==> src/rtl/spi_slave.sv <==
// spi_slave: SPI slave endpoint, 8-bit frames, modes 0-3, MSB/LSB-first.
// Define SPI_SLAVE_SDO_HIZ_EN to tri-state sdo while idle (shared MISO).
module spi_slave #(
  parameter int SYNC_STAGES = 2
) (
  input  logic       clk,
  input  logic       resetn,
  input  logic       cpol,
  input  logic       cpha,
  input  logic       msb_lsb,
  input  logic [7:0] tx_data,
  input  logic       tx_wr,
  output logic [7:0] rx_data,
  output logic       rx_valid,
  output logic       frame_err,
  output logic       busy,
  input  logic       sck,
  input  logic       cs,
  input  logic       sdi,
  output logic       sdo
);
  typedef enum logic [1:0] {IDLE, XFER, DONE} state_t;

  state_t                 state;
  logic [SYNC_STAGES-1:0] sck_sync, cs_sync, sdi_sync;
  logic                   sck_d, cs_d;
  logic                   cpol_l, cpha_l, msb_l;
  logic [7:0]             tx_buf, tx_sh, rx_sh;
  logic [3:0]             bit_cnt;
  logic                   sdo_r;

  function automatic logic [7:0] rev8(input logic [7:0] d);
    logic [7:0] r;
    for (int i = 0; i < 8; i++) r[i] = d[7-i];
    return r;
  endfunction

  // Synchronize the asynchronous SPI pins and keep one extra delay for edge detection
  always_ff @(posedge clk or negedge resetn) begin
    if (!resetn) begin
      sck_sync <= '0;
      cs_sync  <= '1;
      sdi_sync <= '0;
      sck_d    <= 1'b0;
      cs_d     <= 1'b1;
    end else begin
      sck_sync <= {sck_sync[SYNC_STAGES-2:0], sck};
      cs_sync  <= {cs_sync[SYNC_STAGES-2:0], cs};
      sdi_sync <= {sdi_sync[SYNC_STAGES-2:0], sdi};
      sck_d    <= sck_sync[SYNC_STAGES-1];
      cs_d     <= cs_sync[SYNC_STAGES-1];
    end
  end

  logic       sck_s, cs_s, sdi_s, sck_edge, lead, trail, samp, shft, cs_fall;
  logic [7:0] load_first, load_next;

  assign sck_s      = sck_sync[SYNC_STAGES-1];
  assign cs_s       = cs_sync[SYNC_STAGES-1];
  assign sdi_s      = sdi_sync[SYNC_STAGES-1];
  assign sck_edge   = sck_s ^ sck_d;
  assign lead       = sck_edge & (sck_s ^ cpol_l);
  assign trail      = sck_edge & ~(sck_s ^ cpol_l);
  assign samp       = cpha_l ? trail : lead;
  assign shft       = cpha_l ? lead : trail;
  assign cs_fall    = cs_d & ~cs_s;
  // TX shift register always emits bit 7 first, so LSB-first frames load bit-reversed
  assign load_first = msb_lsb ? tx_buf : rev8(tx_buf);
  assign load_next  = msb_l ? tx_buf : rev8(tx_buf);
  assign busy       = (state != IDLE);

  // TX buffer: host writes at any time, consumed at the next byte load
  always_ff @(posedge clk or negedge resetn) begin
    if (!resetn) tx_buf <= 8'h00;
    else if (tx_wr) tx_buf <= tx_data;
  end

  // Frame FSM: latch mode at cs fall, sample/shift on sck edges, deliver byte in DONE
  always_ff @(posedge clk or negedge resetn) begin
    if (!resetn) begin
      state     <= IDLE;
      cpol_l    <= 1'b0;
      cpha_l    <= 1'b0;
      msb_l     <= 1'b1;
      tx_sh     <= 8'h00;
      rx_sh     <= 8'h00;
      bit_cnt   <= 4'd0;
      sdo_r     <= 1'b0;
      rx_data   <= 8'h00;
      rx_valid  <= 1'b0;
      frame_err <= 1'b0;
    end else begin
      rx_valid  <= 1'b0;
      frame_err <= 1'b0;
      case (state)
        IDLE: if (cs_fall) begin
          cpol_l  <= cpol;
          cpha_l  <= cpha;
          msb_l   <= msb_lsb;
          bit_cnt <= 4'd0;
          tx_sh   <= cpha ? load_first : load_first << 1;
          sdo_r   <= cpha ? 1'b0 : load_first[7];
          state   <= XFER;
        end
        XFER: if (cs_s) begin
          frame_err <= (bit_cnt != 4'd0);
          sdo_r     <= 1'b0;
          state     <= IDLE;
        end else begin
          if (samp) begin
            rx_sh   <= msb_l ? {rx_sh[6:0], sdi_s} : {sdi_s, rx_sh[7:1]};
            bit_cnt <= bit_cnt + 4'd1;
            if (bit_cnt == 4'd7) state <= DONE;
          end
          if (shft) begin
            sdo_r <= tx_sh[7];
            tx_sh <= tx_sh << 1;
          end
        end
        DONE: begin
          rx_data  <= rx_sh;
          rx_valid <= 1'b1;
          bit_cnt  <= 4'd0;
          // next byte's first bit goes out on the next shift edge, in every mode
          tx_sh    <= load_next;
          if (cs_s) sdo_r <= 1'b0;
          state    <= cs_s ? IDLE : XFER;
        end
        default: state <= IDLE;
      endcase
    end
  end

`ifdef SPI_SLAVE_SDO_HIZ_EN
  assign sdo = busy ? sdo_r : 1'bz;
`else
  assign sdo = busy ? sdo_r : 1'b0;
`endif

endmodule

==> config.mk <==
export PLATFORM = sky130hd
export DESIGN_NAME = spi_slave
export DESIGN_NICKNAME = d
export VERILOG_FILES = /design/src/rtl/spi_slave.sv
export SDC_FILE = /design/constraint.sdc
export NUM_CORES = 1
export LEC_CHECK = 0
export CAP_MARGIN = 10
export CORE_MARGIN = 1.5
export CORE_UTILIZATION = 35
export CTS_CLUSTER_DIAMETER = 30
export DETAILED_ROUTE_END_ITERATION = 16
export SKIP_CTS_REPAIR_TIMING = 1
export SLEW_MARGIN = 5
export SYNTH_ARGS = -nofsm -noshare
export SYNTH_HDL_FRONTEND = slang
export SYNTH_SLANG_ARGS = --single-unit
==> constraint.sdc <==
create_clock -name clk -period 2.42 [get_ports clk]
set_input_delay 0.484 -clock clk [delete_from_list [all_inputs] [get_ports clk]]
set_output_delay 0.484 -clock clk [all_outputs]
set_load 0.02 [all_outputs]
==> results_dict.tcl <==
set metrics [dict create \
    r2r_start "cs_sync[1]" \
    cp_slowest_stage_delay_ns 0.65 \
    final_cell_mix "dfrtp_1, mux2_2, clkdlybuf4s50_1" \
    crit_path_end_kind "register" \
    worst_pin_slew_ns 0.7149 \
    synth_seq_cells 52 \
    yosysTopAreaCell "dfrtp_1" \
    cts_buffer_depth 2 \
    drive_gt1_frac 0.2644 \
    period_share 0.8152 \
    layout_commonest_cell "dfrtp_1" \
    ff2ff_setup_slack_ns 0.45 \
    status "completed" \
    insertion_delay_ns 0.31 \
    finalHoldViolations 0 \
    area_growth_pct 18.87 \
    synth_xor_area_frac 0.009204 \
    yosysTopAreaCellShare 0.4418 \
    async_flop_share 1.000 \
    rows 31 \
    mappedNetlistArea_um2 2719 \
    whs_ns 0.2167 \
    grt_antenna_before_repair 0 \
    final_cells 360 \
    ios 29 \
    grt_pass1_vias 1885 \
    port_buffers 28 \
    fmax_mhz 506.9 \
    cts_made_buffers 5 \
    grt_pass1_wl_mm 9.321 \
    synth_top_family_by_area "multiplexers" \
    cp-start-kind "register" \
    synthAdderAreaFrac 0.02761 \
    path_class "register to register" \
    worstPathCellList "nand2b_1, a21oi_4, a31oi_4, mux2_2" \
    synth-simple-area-share 0.06397 \
    fin_util 0.4385 \
    core_um2 7370 \
    wirelength_mm 5.496 \
    place_inst 352 \
    overflow 0 \
    pwr_density_cell_nw_per_um2 927.6 \
    cts_tree "yes" \
    rr_endpoint "tx_sh[6]" \
    slew_headroom 0.5234 \
    syn_nets 252 \
    synth_flop_cell "dfrtp_1" \
    drtAntennaViolNets 0 \
    wl_per_cell_um 15.27 \
    reg2reg_depth 4 \
    yosysSeqAreaShare 0.4804 \
    start_util 0.3689 \
    muxShareOfSynthArea 0.2402 \
    avgSynthCellArea_um2 11.87 \
    timing.critical_path.buf_inv 0 \
    p_leak_uw 0.001379 \
    tns_ns 0 \
    skew_ns 0.005504 \
    synth_compound_gate_area_share 0.1422 \
    cp.depth 4 \
    rsz0062_at_grt "false" \
    crit_family "flip-flops" \
    synth_cell_types 40 \
    syn_inst 229 \
    critPathLaunch "cs_sync[1]" \
    drt_iter0_markers 75 \
    dpl.hpwl_mm 3.832 \
    die_x_um 91.14 \
    maxCapViolCount 0 \
    ys_top_cells_by_area "dfrtp_1, mux2_2, mux4_2" \
    timing.final.crit_period_ns 1.973 \
    crit_required_ns 2.62 \
    h-tree-depth 2 \
    drc_errors 0 \
    clock-sinks 52 \
    critPathSlowestCell "dfstp_2" \
    drt-pass1-iter-count 6 \
    arrival_ns 2.17 \
    yosys_warnings 0 \
    design.die.area_um2 8306 \
    finalMaxSlewViolations 0 \
    place.gp.congestion 0.7741 \
    num_antenna_cells 0 \
    path_clk_slew_ns 0.09 \
    hp-class "primary input to asynchronous set/reset pin" \
    setup.worst_path.end "tx_sh[6]" \
    layout.nets 283 \
    path_max_fanout 11 \
    grt_usage 0.1409 \
    setup-violations-final 0 \
    avgViaCountPerCell 5.269 \
    ir_worst_vdd_uv 526.6 \
    num_vias 1897 \
    die_y_um 91.14 \
    synth-edff-count 0 \
    grt_max_degree 32 \
    cts-root-buf "clkbuf_8" \
]
## logic make-up (layout without fill, tap and decap cells)
group | after synthesis | in the layout
adders and majority gates | 6 | 6
xor gates and xnor gates | 2 | 2
DFF | 52 | 52
and+or+nand+nor | 36 | 36
buffers and inverters | 25 | 57
muxes | 53 | 53
AOI/OAI and AO/OA | 55 | 55
## state kept, by name, indices dropped and copies added, names as in the netlist
name,flops
bit_cnt,4
cpha_l,1
cpol_l,1
cs_d,1
cs_sync,2
frame_err,1
msb_l,1
rx_data,8
rx_sh,8
rx_valid,1
sck_d,1
sck_sync,2
sdi_sync,2
sdo_r,1
state,2
tx_buf,8
tx_sh,8
## cell usage after synthesis (3+ instances only)
library cell   n
mux2_2        34
inv_1         11
a221oi_1       4
a22oi_1        4
mux4_2         6
ha_1           6
dfrtp_1       48
nand3_1        6
clkbuf_1       9
a21oi_1       21
buf_2          4
nand2_1        3
nor2_1        15
o211ai_1       4
dfstp_2        4
mux2i_1       12
nand4_1        3
nand2b_1       4
o21ai_0        7
## final cells by class
type	count	area [µm²]
multi-input cells	152	1316
inverters	11	41.29
repair buffers	38	355.3
clock inverters	2	16.27
fillers	708	4138
clock buffers	6	72.57
well taps	99	123.9
flip-flops and latches	52	1306
## power breakdown
part | internal [µW] | switching (µW)
clock | 206 | 297
sequential | 1090 | 202
combinational | 609 | 596
## metal layers
metal / wire [µm] / GRT usage / up-vias
met4: 93 / 0.05859 / 0
met1: 2778 / 0.1991 / 941
met5: 0 / 0 / -
li1: - / - / 915
met3: 145 / 0.02261 / 7
met2: 2479 / 0.2139 / 34
## worst min-delay path by stage
stage | slack [ns] | endpoint | cells after the start
4_1_cts | 0.23 | tx_buf[0] | 1
2_1_floorplan | 0.19 | bit_cnt[0] | 0
3_5_place_dp | 0.34 | sdi_sync[1] | 0
3_3_place_gp | 0.33 | sdi_sync[1] | 0
6_report | 0.22 | tx_buf[0] | 1
5_1_grt | 0.28 | tx_buf[1] | 1
## through the flow
stage | total power [µW] | setup WS, ns | cell area [µm²]
after CTS | 3021 | -0.01624 | 3224
after floorplan | 2181 | 0.6047 | 2719
final | 2998 | 0.4471 | 3232
after global placement | 2483 | 0.2311 | 3136
after global routing | 3209 | 0.3088 | 3232
after detailed placement | 2509 | 0.2093 | 3136
No activity file was read; power rests on OpenSTA's default activity.
